$ cat src/rtl/fetch_seq_pkg.sv
// Fetch sequencer shared types: FSM state, redirect source, defaults.
// Imported by fetch_sequencer and fetch_wait_timer.
package fetch_seq_pkg;

  typedef enum logic [1:0] {
    ST_RUN       = 2'd0,
    ST_IMEM_WAIT = 2'd1,
    ST_MD_WAIT   = 2'd2,
    ST_EXC_FLUSH = 2'd3
  } fs_state_e;

  // Redirect source, encoded so a larger value wins.
  typedef enum logic [1:0] {
    RD_NONE = 2'd0,
    RD_BR   = 2'd1,
    RD_ERET = 2'd2,
    RD_EXC  = 2'd3
  } redir_e;

  localparam logic [31:0] EXC_VECTOR_DEF   = 32'h00004180;
  localparam int          IMEM_TIMEOUT_DEF = 16;

  function automatic redir_e redir_sel(
    input logic exc,
    input logic eret,
    input logic br
  );
    redir_e r;
    r = RD_NONE;
    if (exc)       r = RD_EXC;
    else if (eret) r = RD_ERET;
    else if (br)   r = RD_BR;
    return r;
  endfunction

endpackage

$ cat src/rtl/fetch_wait_timer.sv
// IMEM wait counter: counts wait cycles, pulses fetch_err on timeout.
// Ports: clk, rst_n, clr (zero count), inc (count), fetch_err (pulse).
module fetch_wait_timer
  import fetch_seq_pkg::*;
#(
  parameter int TIMEOUT = IMEM_TIMEOUT_DEF
) (
  input  logic clk,
  input  logic rst_n,
  input  logic clr,
  input  logic inc,
  output logic fetch_err
);

  localparam int CW = (TIMEOUT > 2) ? $clog2(TIMEOUT) : 1;
  localparam logic [CW-1:0] LAST = CW'(TIMEOUT - 1);

  logic [CW-1:0] cnt;
  logic          hit;

  // The timeout cycle pulses and restarts the count.
  assign hit       = inc & ~clr & (cnt == LAST);
  assign fetch_err = hit;

  always_ff @(posedge clk or negedge rst_n) begin
    if (!rst_n) begin
      cnt <= '0;
    end else if (clr | hit) begin
      cnt <= '0;
    end else if (inc) begin
      cnt <= cnt + CW'(1);
    end
  end

endmodule

$ cat src/rtl/fetch_sequencer.sv
// Fetch-side PC / pipeline register sequencer for the 5-stage core.
// Ports: imem handshake, D/M redirect + hazard inputs, PC and stage controls.
module fetch_sequencer
  import fetch_seq_pkg::*;
#(
  parameter logic [31:0] EXC_VECTOR   = EXC_VECTOR_DEF,
  parameter int          IMEM_TIMEOUT = IMEM_TIMEOUT_DEF
) (
  input  logic        clk,
  input  logic        rst_n,
  output logic        imem_req,
  input  logic        imem_ready,
  input  logic        br_taken_d,
  input  logic [31:0] br_target_d,
  input  logic        lw_use_d,
  input  logic        md_use_d,
  input  logic        md_busy,
  input  logic        exc_req_m,
  input  logic        eret_m,
  input  logic [31:0] epc,
  output logic        pc_en,
  output logic        pc_redirect,
  output logic [31:0] npc,
  output logic        stall_fd,
  output logic        flush_fd,
  output logic        stall_de,
  output logic        flush_de,
  output logic        flush_em,
  output logic        fetch_err
);

  fs_state_e state, nxt;
  logic      drop, drop_d;
  logic      pend, pend_d;

  logic   exc;
  logic   md_st;
  logic   hold_d;
  logic   br_ok;
  logic   in_wait;
  logic   base_en;
  logic   bub_fd;
  logic   req;
  logic   stay;
  logic   t_err;
  redir_e redir;

  assign exc     = exc_req_m | eret_m;
  assign in_wait = (state == ST_IMEM_WAIT);

  // In MD_WAIT the stall tracks md_busy alone.
  assign md_st  = (state == ST_MD_WAIT) ? md_busy
                                        : (md_use_d & md_busy);
  assign hold_d = lw_use_d | md_st;
  assign br_ok  = br_taken_d & ~hold_d & ~exc;
  assign redir  = redir_sel(exc_req_m, eret_m, br_ok);

  always_ff @(posedge clk or negedge rst_n) begin
    if (!rst_n) begin
      state <= ST_RUN;
      drop  <= 1'b0;
      pend  <= 1'b0;
    end else begin
      state <= nxt;
      drop  <= drop_d;
      pend  <= pend_d;
    end
  end

  // Per-state fetch behaviour.
  always_comb begin
    base_en = 1'b0;
    bub_fd  = 1'b0;
    req     = 1'b1;
    unique case (state)
      ST_RUN: begin
        base_en = imem_ready;
        bub_fd  = ~imem_ready;
      end
      ST_IMEM_WAIT: begin
        // A beat arriving while drop is set
        // belongs to the abandoned PC.
        base_en = imem_ready & ~drop;
        bub_fd  = ~(imem_ready & ~drop);
      end
      ST_MD_WAIT: begin
        if (md_busy) begin
          req = 1'b0;
        end else begin
          base_en = imem_ready;
          bub_fd  = ~imem_ready;
        end
      end
      ST_EXC_FLUSH: begin
        base_en = 1'b1;
        bub_fd  = 1'b1;
      end
      default: begin
        base_en = 1'b0;
      end
    endcase
  end

  // Next state in priority order.
  always_comb begin
    nxt    = state;
    drop_d = drop;
    pend_d = pend;
    if (exc) begin
      // While waiting, the outstanding fetch must
      // be drained before entering EXC_FLUSH.
      if (in_wait) begin
        drop_d = 1'b1;
        pend_d = 1'b1;
      end else begin
        nxt = ST_EXC_FLUSH;
      end
    end else if (br_ok) begin
      if (in_wait) drop_d = 1'b1;
      else         nxt    = ST_RUN;
    end else if (in_wait && drop) begin
      if (imem_ready) begin
        drop_d = 1'b0;
        pend_d = 1'b0;
        if (pend) nxt = ST_EXC_FLUSH;
      end
    end else if (md_st) begin
      nxt = ST_MD_WAIT;
    end else if (state == ST_EXC_FLUSH) begin
      nxt = ST_RUN;
    end else begin
      nxt = imem_ready ? ST_RUN : ST_IMEM_WAIT;
    end
  end

  assign stay = in_wait & (nxt == ST_IMEM_WAIT);

  fetch_wait_timer #(
    .TIMEOUT (IMEM_TIMEOUT)
  ) u_timer (
    .clk       (clk),
    .rst_n     (rst_n),
    .clr       (~stay),
    .inc       (stay),
    .fetch_err (t_err)
  );

  always_comb begin
    npc = '0;
    unique case (redir)
      RD_EXC:  npc = EXC_VECTOR;
      RD_ERET: npc = epc;
      RD_BR:   npc = br_target_d;
      default: npc = '0;
    endcase
  end

  // Flush beats stall on the same register.
  assign pc_en       = rst_n & base_en & ~hold_d;
  assign pc_redirect = rst_n & (redir != RD_NONE);
  assign imem_req    = rst_n & req;
  assign flush_fd    = ~rst_n | exc | br_ok | bub_fd;
  assign flush_de    = ~rst_n | exc | hold_d;
  assign flush_em    = ~rst_n | exc;
  assign stall_fd    = rst_n & hold_d & ~flush_fd;
  assign stall_de    = 1'b0;
  assign fetch_err   = rst_n & t_err;

endmodule
$ cat config.mk
export PLATFORM = sky130hd
export DESIGN_NAME = fetch_sequencer
export DESIGN_NICKNAME = d
export VERILOG_FILES = /design/src/rtl/fetch_seq_pkg.sv /design/src/rtl/fetch_wait_timer.sv /design/src/rtl/fetch_sequencer.sv
export SDC_FILE = /design/constraint.sdc
export NUM_CORES = 1
export LEC_CHECK = 0
export ABC_CLOCK_PERIOD_IN_PS = 1700
export BUFFER_PORTS_ARGS = -buffer_cell sky130_fd_sc_hd__buf_2
export CAP_MARGIN = 15
export CORE_MARGIN = 3
export CORE_UTILIZATION = 30
export DETAILED_ROUTE_END_ITERATION = 10
export GPL_ROUTABILITY_DRIVEN = 0
export PLACE_DENSITY_LB_ADDON = 0.08
export SYNTH_ARGS = -nofsm -noshare
export SYNTH_HDL_FRONTEND = slang
export SYNTH_SLANG_ARGS = --single-unit
export TNS_END_PERCENT = 1
$ cat constraint.sdc
create_clock -name clk -period 1.7 [get_ports clk]
set_input_delay 0.425 -clock clk [delete_from_list [all_inputs] [get_ports clk]]
set_output_delay 0.425 -clock clk [all_outputs]
set_load 0.02 [all_outputs]
# Word level (Yosys, flattened, before mapping)
# Cells that the tools add are included.
word_totals:
  output_inout_bits: 41
  regBits: 8
  input_bits: 73
  word_cells: 84
op_classes:
  add_sub_neg: 1
  n_reduce_logical: 10
  bitwise: 28
  eq_ne: 10
  mux: 31
ops:
  columns: ["operator", "n"]
  rows:
  - ["$pmux 32 s3", 1]
  - ["$mux 2", 10]
  - ["$mux 1", 16]
  - ["$and 1x1->1", 13]
  - ["$eq 2x2->1 const B", 4]
  - ["$mux 4", 2]
  - ["$not 1->1", 8]
  - ["$pmux 1 s4", 2]
  - ["$reduce_bool 2->1", 4]
  - ["$or 1x1->1", 7]
  - ["$eq 2x1->1 const B", 3]
  - ["$reduce_bool 3->1", 2]
  - ["$add 4x1->4 const B", 1]
  - ["$eq 4x4->1 const B", 1]
  - ["$reduce_and 4->1", 1]
  - ["$logic_not 2->1", 1]
  - ["$ne 2x1->1 const B", 1]
  - ["$ne 2x2->1 const B", 1]
  - ["$reduce_and 2->1", 1]
  - ["$logic_and 1x1->1", 1]

# Logic depth before layout (Yosys ltp)
depth:
  word_depth: 13
  mapped_depth: 6
  ltp_nobuf: 4

# By module
# Synthesis repeated with hierarchy kept, for this count alone.
hier_totals:
  hier_cells: 183
  area_unflattened_um2: 1239.9
modules_own_cells:
  columns: ["mod", "seq_area_each_um2", "cells_per_inst", "instances", "area_per_inst_um2"]
  rows:
  - ["fetch_sequencer", 100.1, 162, 1, 1036.0]
  - ["fetch_wait_timer", 100.1, 21, 1, 203.9]

# Worst setup path before layout
# OpenSTA, ideal clock, no wires.
synth_path:
  path_type: "register -> output"
  from: "reg state[1]"
  to: "out pc_en"
  t_required_ns: 1.275
  path_stages_with_launch: 6
  n_path_buf: 1
  arrival_time_ns: 1.625
  setup_slack_ns: -0.350
  path_cell_list: "dfrtp_1 buf_2 nor2b_4 o21a_1 nor2_1 nor4bb_1"
synth_via:
  elab_chain_cells: 5
  elab_cells_between_ends: 10
  cone_classes: "eq/ne: 3; mux: 2; bitwise: 4; reduce/logical: 1"
synth_lines:
  columns: ["element", "line_no", "source"]
  rows:
  - ["start: declaration", "fetch_sequencer.sv:32", "fs_state_e state, nxt;"]
  - ["start signal: assignment", "fetch_sequencer.sv:64", "state <= nxt;"]
  - ["branches (longest 4 deep; another with $pmux 1 s4)", null, null]
  - ["$and 1x1->1 *", "fetch_sequencer.sv:159", "assign pc_en = rst_n & base_en & ~hold_d;"]
  - ["end: declaration", "fetch_sequencer.sv:21", "output logic pc_en,"]
# Mark *: on every way between the ends.

# Final worst setup path
layout_path:
  from: "reg state[1]"
  to: "out npc[2]"
layout_via:
  elab_chain_cells: 11
  elab_cells_between_ends: 13
  cone_classes: "eq/ne: 4; mux: 5; bitwise: 4"
layout_lines:
  columns: ["element", "line_no", "source"]
  rows:
  - ["$eq 2x2->1 *", "fetch_sequencer.sv:52", "assign md_st = (state == ST_MD_WAIT) ? md_busy"]
  - ["$mux 1 *", "fetch_sequencer.sv:52", null]
  - ["$or 1x1->1 *", "fetch_sequencer.sv:54", "assign hold_d = lw_use_d | md_st;"]
  - ["$not 1->1 *", "fetch_sequencer.sv:55", "assign br_ok = br_taken_d & ~hold_d & ~exc;"]
  - ["$and 1x1->1 * (2 in series)", "fetch_sequencer.sv:55", null]
  - ["$mux 1 *", "fetch_seq_pkg.sv:32", "else if (br) r = RD_BR;"]
  - ["$mux 2 *", "fetch_seq_pkg.sv:31", "else if (eret) r = RD_ERET;"]
  - ["$mux 2 *", "fetch_seq_pkg.sv:30", "if (exc) r = RD_EXC;"]
  - ["$eq 2x1->1 / $eq 2x2->1 (equally long branches)", "fetch_sequencer.sv:150", "unique case (redir)"]
  - ["$pmux 32 s3 *", "fetch_sequencer.sv:150", null]
  - ["end: declaration", "fetch_sequencer.sv:23", "output logic [31:0] npc,"]
# Mark *: on every way between the ends. The rest lies on a longest branch, timed or not.

==> metrics.txt <==
average via count per standard cell=4.99; DRC Markers=0; final hold vios=0; most common cell after layout, fill and taps aside=buf_2; filler instances=400; # IOs=114; outcome=complete, but fails checks; die width=71.4 microns; area grow syn2layout=86.5%; final worst slack=-0.282 ns; Layout Nets=391; Layout Cells excl Fill=365; Clock transition at path regs=0.05 ns; fraction of layout instances using a drive strength above 1=61.9%; H-tree levels=1; crit path time final=1.98 ns; area of the multi-input gates=1110 sq um; R2R Setup Slk=0.19 ns; leakage=1.09 nW; kind of cell adding the most delay to the critical path=flip-flops; clk sinks=8; Syn Area/Cell=6.83 sq um; top post-synthesis cells by area=nand4b_1 20%, a21oi_1 16%, dfrtp_1 16%, nand2_1 9.6%, clkbuf_1 4.1%; critical path required time=1.27 ns; Crit Path Class=register to primary output; Die Y=71.4 microns; final slew viol count=0; register area=201 sq um; Hold WC Path Type=input pin to asynchronous set/reset pin; Worst Clk Skew=0.00585 ns; DR pass1 iterations=4; CTS Buf Count=3; Synth Flop Type=dfrtp_1; Post-Place Cells=362; Post-Route WL=4860 microns; Post-synth ARST share=100%; CTS Root Cell=clkbuf_8; Period Utilization, post-route=117%; final core utilization=59.0%; area share of the largest cell type after synthesis=19.8%; sequential-to-total area share from yosys stat=15.6%; diodes inserted=0; number of synthesized flops with an enable pin=0; Worst VDD drop=459 uV; cells on worst reg2reg path=5; global-route usage over all layers=18.3%; via count=1821; Setup violations, final=38; Net Count, Synth=262; largest net degree at the start of global routing=46; Worst R2R Start=state[0]$_DFF_PN0_; worst slack, placed=-0.187 ns; initial drt markers=47; Rows=23; vias in the first global route=1656; design area=2390 sq um; Worst-Skew Late Latency=0.23 ns; synthesized instance count=188; crit-path max FO=34; Overflow after GRT=0; f_max=505 MHz; largest area contributor in the netlist=nand4b_1; Cell Area, Synth=1280 sq um; remaining antenna violation count=0; clock tree buffer depth=2; RSZ-0062 raised after global routing=yes; Placeable Area=4060 sq um; initial antenna violation count=0; critical-path cell list=nor2b_4 -> o21ai_4 -> buf_12 -> nand4b_1 -> a21oi_2 -> buf_4; CP Capture Type=primary output; reg-to-reg endpoint=u_timer.cnt[2]$_DFFE_PN0P_; hpwl dp=3810 microns; Initial Util=31.6%; Stages on worst setup path=6; placed cell area=2240 sq um; clock tree from TritonCTS=built; input/output buffers=112; Power Dens Cells=692 nW/um^2; Crit path buffers/inverters=2; crit-path max cell delay=0.39 ns; crit path DAT=1.56 ns; max cap viols=0; post-CTS setup buffer count=0; failing checks=setup timing; Slowest-stage cell, CP=dfrtp_1; Synth warnings=0; Startpoint Class=register; first-pass GRT wire length=7660 microns; DIE AREA=5100 sq um; post-DR wirelength/cell=13.3 microns; Yosys cell types=37; most frequent cells in the layout=77 x buf_2, 64 x buf_4, 33 x nand2_1; FF+latch count, synth=8
==> cell type report <==
class | instances | area share, %
inverters | 3 | 0.470
repair buffers | 147 | 40.4
clock buffers | 3 | 1.72
multi-input cells | 154 | 46.3
flip-flops and latches | 8 | 8.41
well taps | 50 | 2.61
==> timing repair <==
item / CTS / global route
hold endpoints to repair: 0 / 0
resized for setup: 38 / 2
endpoints found under the setup margin: 38 / 39
hold buffers: 0 / 0
pin swaps: 21 / 4
==> metal layers <==
metal  vias up  wire [microns]  GRT usage, %
met4         0              50          5.01
met1       794            2160          24.7
met5         -               0             0
met2        79            2240          29.3
met3         5             404          3.93
li1        943               -             -
==> logic make-up (layout without fill, tap and decap cells) <==
| family | after synthesis | count (layout) | share of synthesized area (%) |
|---|---|---|---|
| xor gates and xnor gates | 2 | 2 | 1.36 |
| buffers and inverters | 26 | 153 | 10.6 |
| other | 1 | 1 | 0.292 |
| DFF | 8 | 8 | 15.6 |
| adders and majority gates | 1 | 1 | 0.975 |
| AOI/OAI and AO/OA | 62 | 62 | 29.6 |
| and+or+nand+nor | 88 | 88 | 41.5 |
==> synth_stat cells (2+ instances only) <==
cell	instances
a21oi_1	42
nand2_1	33
nand4b_1	29
clkbuf_1	14
nand3_1	10
dfrtp_1	8
o21ai_1	6
buf_2	4
buf_6	4
nor2_1	4
nor2b_1	3
inv_1	2
nand2b_1	2
o21a_1	2
o21ai_0	2
xnor2_1	2
==> metrics by stage <==
| stage | hold WS [ns] | power, mW | setup TNS (ns) |
|---|---|---|---|
| after detailed placement | 0.434 | 1.36 | -4.17 |
| after floorplan | 0.129 | 0.935 | -4.39 |
| after global placement | 0.438 | 1.35 | -3.87 |
| after CTS | 0.186 | 1.67 | -9.56 |
| final | 0.186 | 1.66 | -9.37 |
| after global routing | 0.199 | 1.79 | -12.66 |
==> registers in the layout, indices dropped and copies added (netlist names) <==
register / cells
pend: 1
u_timer.cnt: 4
state: 2
drop: 1
==> where the power goes <==
group	switching, mW	total [mW]	internal, mW
Combinational	0.551	1.09	0.541
Sequential	0.0664	0.326	0.260
Clock	0.0836	0.238	0.154
==> how the worst max path moves through the flow <==
| stage | end | start | slack (ns) |
|---|---|---|---|
| 5_1_grt | npc[10] | state[1]$_DFF_PN0_ | -0.38 |
| 3_3_place_gp | fetch_err | imem_ready | -0.17 |
| 3_5_place_dp | fetch_err | imem_ready | -0.19 |
| 2_1_floorplan | fetch_err | imem_ready | -0.15 |
| 4_1_cts | npc[2] | state[1]$_DFF_PN0_ | -0.29 |
| 6_report | npc[2] | state[1]$_DFF_PN0_ | -0.28 |
Power figures use the tool's default switching activity.
